==> src/rtl/button_debouncer.sv <==
// Button debouncer: 2-flop synchroniser, four-state stability FSM, press/release pulses.
// Optional long-press detector compiled only with BUTTON_DEBOUNCER_LONG_PRESS_EN defined.
module button_debouncer #(
  parameter int DEBOUNCE_CYCLES = 1000000,
  parameter int LONG_CYCLES     = 100000000,
  parameter int ACTIVE_LOW      = 0
) (
  input  logic clk,
  input  logic resetn,
  input  logic btn_raw,
  output logic btn_level,
  output logic btn_press,
  output logic btn_release,
  output logic long_press
);

  typedef enum logic [1:0] {
    IDLE_LO,
    WAIT_HI,
    IDLE_HI,
    WAIT_LO
  } state_t;

  localparam logic        RAW_INVERT = (ACTIVE_LOW != 0);
  localparam logic [23:0] DEB_LAST   = 24'(DEBOUNCE_CYCLES - 1);

  if (DEBOUNCE_CYCLES < 2 || LONG_CYCLES <= DEBOUNCE_CYCLES) begin : g_bad_params
    $error("button_debouncer: illegal DEBOUNCE_CYCLES/LONG_CYCLES combination");
  end

  logic        sync_meta;
  logic        sync;
  state_t      state;
  logic [23:0] stable_cnt;

  // NOTE: sequential state uses non-blocking (<=) so every flop samples pre-edge values.
  always_ff @(posedge clk or negedge resetn) begin
    if (!resetn) begin
      sync_meta <= 1'b0;
      sync      <= 1'b0;
    end else begin
      sync_meta <= btn_raw ^ RAW_INVERT;
      sync      <= sync_meta;
    end
  end

  always_ff @(posedge clk or negedge resetn) begin
    if (!resetn) begin
      state       <= IDLE_LO;
      stable_cnt  <= '0;
      btn_level   <= 1'b0;
      btn_press   <= 1'b0;
      btn_release <= 1'b0;
    end else begin
      btn_press   <= 1'b0;
      btn_release <= 1'b0;
      case (state)
        IDLE_LO: begin
          if (sync) begin
            state      <= WAIT_HI;
            stable_cnt <= '0;
          end
        end
        WAIT_HI: begin
          if (!sync) begin
            state <= IDLE_LO;
          end else if (stable_cnt == DEB_LAST) begin
            state     <= IDLE_HI;
            btn_level <= 1'b1;
            btn_press <= 1'b1;
          end else begin
            stable_cnt <= stable_cnt + 24'd1;
          end
        end
        IDLE_HI: begin
          if (!sync) begin
            state      <= WAIT_LO;
            stable_cnt <= '0;
          end
        end
        WAIT_LO: begin
          if (sync) begin
            state <= IDLE_HI;
          end else if (stable_cnt == DEB_LAST) begin
            state       <= IDLE_LO;
            btn_level   <= 1'b0;
            btn_release <= 1'b1;
          end else begin
            stable_cnt <= stable_cnt + 24'd1;
          end
        end
        default: state <= IDLE_LO;
      endcase
    end
  end

`ifdef BUTTON_DEBOUNCER_LONG_PRESS_EN
  localparam logic [27:0] HOLD_LAST = 28'(LONG_CYCLES - DEBOUNCE_CYCLES);

  logic [27:0] hold_cnt;
  logic        press_accept;

  assign press_accept = (state == WAIT_HI) && sync && (stable_cnt == DEB_LAST);

  // Cleared only on an accepted press, so a bounce back from WAIT_LO continues the same hold.
  always_ff @(posedge clk or negedge resetn) begin
    if (!resetn) begin
      hold_cnt   <= '0;
      long_press <= 1'b0;
    end else begin
      long_press <= 1'b0;
      if (press_accept) begin
        hold_cnt <= '0;
      end else if ((state == IDLE_HI || state == WAIT_LO) && hold_cnt != HOLD_LAST) begin
        hold_cnt   <= hold_cnt + 28'd1;
        long_press <= (hold_cnt == HOLD_LAST - 28'd1);
      end
    end
  end
`else
  assign long_press = 1'b0;
`endif

endmodule

==> config.mk <==
export PLATFORM = sky130hd
export DESIGN_NAME = button_debouncer
export DESIGN_NICKNAME = d
export VERILOG_FILES = /design/src/rtl/button_debouncer.sv
export SDC_FILE = /design/constraint.sdc
export NUM_CORES = 1
export LEC_CHECK = 0
export BUFFER_PORTS_ARGS = -buffer_cell sky130_fd_sc_hd__buf_2
export CAP_MARGIN = 5
export CORE_ASPECT_RATIO = 0.9
export CORE_MARGIN = 2
export CORE_UTILIZATION = 57
export CTS_BUF_LIST = sky130_fd_sc_hd__clkbuf_2
export DETAILED_ROUTE_END_ITERATION = 10
export MAX_ROUTING_LAYER = met4
export PLACE_DENSITY = 0.86
export SLEW_MARGIN = 0
export SYNTH_ARGS = -nofsm -noshare
export SYNTH_HDL_FRONTEND = slang
export SYNTH_SLANG_ARGS = --single-unit
==> constraint.sdc <==
create_clock -name clk -period 2.1 [get_ports clk]
set_clock_uncertainty 0.2 [all_clocks]
set_input_delay 0.315 -clock clk [delete_from_list [all_inputs] [get_ports clk]]
set_output_delay 0.315 -clock clk [all_outputs]
set_load 0.1 [all_outputs]
### After elaboration in Yosys (flattened, before gate mapping)

Cells that the tools add are included.

| storage, ports and cells | value |
|---|---|
| register bits | 31 |
| latch bits | 0 |
| memory bits (writable) | 0 |
| memory bits (read-only) | 0 |
| input port bits | 3 |
| output and inout port bits | 4 |
| logic and storage cells | 48 |
| memories kept | 0 |

| cells by class | value |
|---|---|
| $add $sub $neg | 1 |
| $mul | 0 |
| divide/modulo/power cells | 0 |
| $lt $le $gt $ge | 0 |
| equality and inequality tests | 12 |
| shift-type cells | 0 |
| multiplexer cells | 23 |
| bitwise logic cells | 0 |
| reduce and logical (&&, ||, !) cells | 5 |

Operator list:

| operator | number |
|---|---|
| 24-bit two-way mux | 5 |
| 24-bit case mux with 4 select lines | 1 |
| 24-bit by 1-bit adder with 24-bit output (second input constant) | 1 |
| 24-bit by 20-bit == test with 1-bit output (second input constant) | 1 |
| 2-bit two-way mux | 6 |
| 2-bit != test (second input constant) | 6 |
| 1-bit two-way mux | 9 |
| 2-bit case mux with 4 select lines | 1 |
| 4-bit AND reduction | 2 |
| 3-bit != test (second input constant) | 2 |
| 5-bit AND reduction | 1 |
| 2-bit == test (second input constant) | 2 |
| 2-bit by 1-bit == test with 1-bit output (second input constant) | 1 |
| 2-bit logical NOT | 1 |
| 1-bit case mux with 2 select lines | 1 |
| 2-bit nonzero test | 1 |

### Longest topological paths before layout

| logic depth | value |
|---|---|
| depth in word-level cells | 4 |
| depth in mapped cells | 7 |
| depth with buffers taken out | 6 |

### Worst setup path before layout

OpenSTA, ideal clock, no wires.

| timing path | value |
|---|---|
| path kind | reg2reg |
| start point | reg stable_cnt[0] |
| end point | reg stable_cnt[18] |
| library setup time | 0.069 ns |
| arrival time | 1.740 ns |
| data required time | 1.831 ns |
| slack | 0.091 ns |
| cell stages (with the launch flop) | 7 |
| path buffers | 0 |
| clock period less this slack | 2.009 ns |
| cell sequence | dfrtp_1 ha_1 nand4_1 nor4_4 nand3_2 or4b_1 nand3_1 |

| between the ends | value |
|---|---|
| cells in the longest elaborated chain, start to end | 4 |
| elaborated cells on any way between the ends | 6 |
| classes of those cells | add/sub: 1; eq/ne: 1; mux: 4 |

RTL lines:

| what | line | text |
|---|---|---|
| from (decl) | 34 | `logic [23:0] stable_cnt;` |
| from (signal assigned) | 72 | `stable_cnt <= stable_cnt + 24'd1;` |
| from (signal assigned) | 89 | `stable_cnt <= stable_cnt + 24'd1;` |
| 24-bit by 1-bit adder with 24-bit output or 24-bit by 20-bit == test with 1-bit output (tied branches) | -- |  |
| 24-bit two-way mux * | 67, 84 |  |
| 24-bit two-way mux, on equally long branches | 82, 65 |  |
| 24-bit case mux with 4 select lines * | 57 | `case (state)` |

Every way passes the cells marked *; elsewhere a longest branch is shown, timed or not. The select of a mux whose other input is x is not followed.
A chain may end at the register's enable or synchronous reset.

### Final worst setup path

| timing path | value |
|---|---|
| start point | reg stable_cnt[12] |
| end point | reg stable_cnt[17] |

The elaborated chain is that of the path after synthesis.

==> flow_summary.ini <==
[critical_path]
crit_family = simple AND/OR/NAND/NOR gates
worst_ep_required_time_ns = 2.26
crit_path_max_incr_delay_ns = 0.52
r2r-start = stable_cnt[12]$_DFFE_PN0P_
critPathBufInv = 1
startpoint_type = flop
cp.arrival_ns = 2.26
r2r_cells = 6
r2r_setup_slack_ns = -0.005
path_cells = buf_6 -> nand4_1 -> nor3_4 -> nand3_2 -> or4_1 -> nand3_1
crit_path_top_delay_cell = or4_1
crit_fanout = 4
crit_type = flop to flop
endpoint_kind = flop
r2r-end = stable_cnt[17]$_DFFE_PN0P_

[die]
rows = 19
dieWidth_um = 62.64
io_pins = 7
core_region_area_um2 = 2995
start_util = 0.5890
die_h_um = 56.78
dieArea_um2 = 3557

[power_and_ir_drop]
p_per_area_nw_per_um2 = 493.2
vdd_drop_max_mv = 0.4385
p_total_mw = 1.060
p_leak_nw = 1.012

[detailed_routing]
wirelength_um = 4478
route.detailed.drc = 0
drt_iter0_markers = 81
drt_first_pass_iters = 4
dr_total_vias = 1658
ant_nets = 0
avgViaCountPerCell = 6.304
wl_per_cell_um = 17.03

[worst_hold_path]
holdPathStages = 0
holdCritStartpoint = sync_meta$_DFF_PN0_
hp-class = flop to flop
hold_end = sync$_DFF_PN0_

[timing]
timing.fmax_mhz = 475.2
finalSetupViolations = 1
grt_setup_unrepaired = yes
fin_tns_setup_ns = -0.004530
hold_viol = 0
slew_headroom = 0.5552
hold_slack_ns = 0.1881
min_period_ns = 2.105
post-route-period-util = 1.002
layout_setup_ws_ns = -0.004530
drv_slew = 0
tightest_slew_ns = 0.6673

[logic_synthesis]
synth_seq_area_share = 0.4397
synthTopCellsByCount = 31 x dfrtp_1, 27 x nand2_1, 24 x nand3_1, 10 x o21ai_0
synth.area.top_cells = dfrtp_1 44%, nand3_1 6.8%, nand2_1 5.7%
syn_avg_cell_area_um2 = 9.384
synth_top_area_frac = 0.4397
synth_seq_cells = 31
syn_nets = 192
async_flop_share = 1.000
synth_most_common_cell = dfrtp_1
synthCells = 188
synthFlopType = dfrtp_1
synth_edf_count = 0
yosysWarnings = 0
yosys.area.top_type = dfrtp_1
synth_cell_types = 44
synth_area_um2 = 1764

[finish]
drive_gt1_frac = 0.3258
fin_util = 0.7172
final_cells = 263
syn_to_final_growth_pct = 21.77
nFillCells = 208
diodes = 0
fin_nets = 224

[cts]
cts.root.buffer_cell = clkbuf_2
insertion_delay_ns = 0.40
clkSlewWorstSetupHoldPaths_ns = 0.18
cts_buffer_depth = 2
cts_tree = done
cts.sinks = 31
cts.htree.levels = 2
cts-buffers-inserted = 5

[place]
dp_hpwl_um = 2892
place_congestion = 0.9263
io_buffers = 5
dp_cells = 247

[global_route]
grt_max_degree = 35
antenna_found_initial = 0
grt_usage = 0.2754
grt-ovfl-total = 0
grt_pass1_wl_um = 7369
grt_pass1_vias = 1623

[run]
drv_cap = 0

[outcome]
status = finished, violations left
violations = negative setup slack
cell usage in the layout (no fill, tap or decap), types with 3 or more instances in the layout:
| cell | instances |
|---|---|
| dfrtp_1 | 28 |
| buf_4 | 26 |
| nand2_1 | 25 |
| nand3_1 | 21 |
| nand4_1 | 8 |
| o21ai_0 | 8 |
| a22o_1 | 8 |
| nor2_1 | 7 |
| inv_1 | 5 |
| nor3_1 | 5 |
| clkbuf_2 | 5 |
| buf_2 | 5 |
| nand3_2 | 4 |
| or4b_1 | 4 |
| a21oi_1 | 4 |
| o211ai_1 | 3 |
| dfrtp_2 | 3 |
final cells by class:
| type | instances | area, µm² | area share |
|---|---|---|---|
| Inverter | 5 | 18.77 | 0.008736 |
| Clock inverter | 3 | 20.02 | 0.009319 |
| Timing Repair Buffer | 35 | 262.8 | 0.1223 |
| Sequential cell | 31 | 779.5 | 0.3628 |
| Tap cell | 42 | 52.55 | 0.02446 |
| Multi-Input combinational cell | 142 | 989.7 | 0.4607 |
| Clock buffer | 5 | 25.02 | 0.01165 |
power breakdown:
part	internal (mW)	total (mW)	switching, mW	leakage [nW]
Sequential	0.615	0.636	0.0209	0.418
Clock	0.0786	0.306	0.227	0.0250
Combinational	0.0478	0.118	0.0703	0.569
Total	0.741	1.06	0.318	1.01
repair_timing:
| action | in CTS | in global routing |
|---|---|---|
| pin swaps | 1 | 11 |
| hold buffers | 2 | 0 |
| resized for setup | 2 | 21 |
| gates cloned | 0 | 0 |
| hold endpoints to repair | 32 | 0 |
| buffers inserted | 1 | 5 |
| endpoints found under the setup margin | 10 | 28 |
flip-flops by register name, summed over array words and instances, names as in the netlist, named ones only:
signal	cells
btn_level	1
btn_press	1
btn_release	1
stable_cnt	24
state	1
sync	1
sync_meta	1
per-layer routing:
layer / wire (µm) / track usage / vias up
met5: 0 / - / -
met3: 239 / 0.05010 / 27
met4: 166 / 0.1619 / 0
met1: 1769 / 0.3259 / 799
li1: - / - / 762
met2: 2302 / 0.4439 / 70
through the flow:
stage / worst slack [ns] / cell area, µm²
global route: -0.08314 / 2148
detailed placement: -0.01616 / 1956
finish: -0.004530 / 2148
CTS: 0.0004210 / 2036
global placement: 0.04948 / 1956
floorplan: 0.09138 / 1764
worst register-to-register path: stages, from the launching register on:
cell and delay, ns:
dfrtp_1 0.41, buf_6 0.12, nand4_1 0.24, nor3_4 0.30, nand3_2 0.16, or4_1 0.52
nand3_1 0.10
worst max-delay path by stage:
stage | startpoint | end | slack, ns | cells after the start
3_5_place_dp | stable_cnt[12]$_DFFE_PN0P_ | stable_cnt[6]$_DFFE_PN0P_ | -0.02 | 6
3_3_place_gp | stable_cnt[12]$_DFFE_PN0P_ | stable_cnt[6]$_DFFE_PN0P_ | 0.05 | 6
6_report | stable_cnt[12]$_DFFE_PN0P_ | stable_cnt[17]$_DFFE_PN0P_ | -0.005 | 6
4_1_cts | stable_cnt[12]$_DFFE_PN0P_ | stable_cnt[7]$_DFFE_PN0P_ | 0.0004 | 6
5_1_grt | stable_cnt[12]$_DFFE_PN0P_ | stable_cnt[14]$_DFFE_PN0P_ | -0.08 | 6
2_1_floorplan | stable_cnt[0]$_DFFE_PN0P_ | stable_cnt[18]$_DFFE_PN0P_ | 0.09 | 6
cells by family (layout without fill, tap and decap cells):
kind of cell | count (synthesis) | after routing | share of synthesized area
buf+inv | 15 | 48 | 0.03971
mux | 4 | 4 | 0.02411
xor+xnor | 2 | 2 | 0.01419
other cells | 1 | 1 | 0.002126
simple gates | 101 | 101 | 0.3376
fa+ha+maj | 1 | 1 | 0.007091
compound gates | 33 | 33 | 0.1355
flops | 31 | 31 | 0.4397
(Power assumes the default switching activity.)
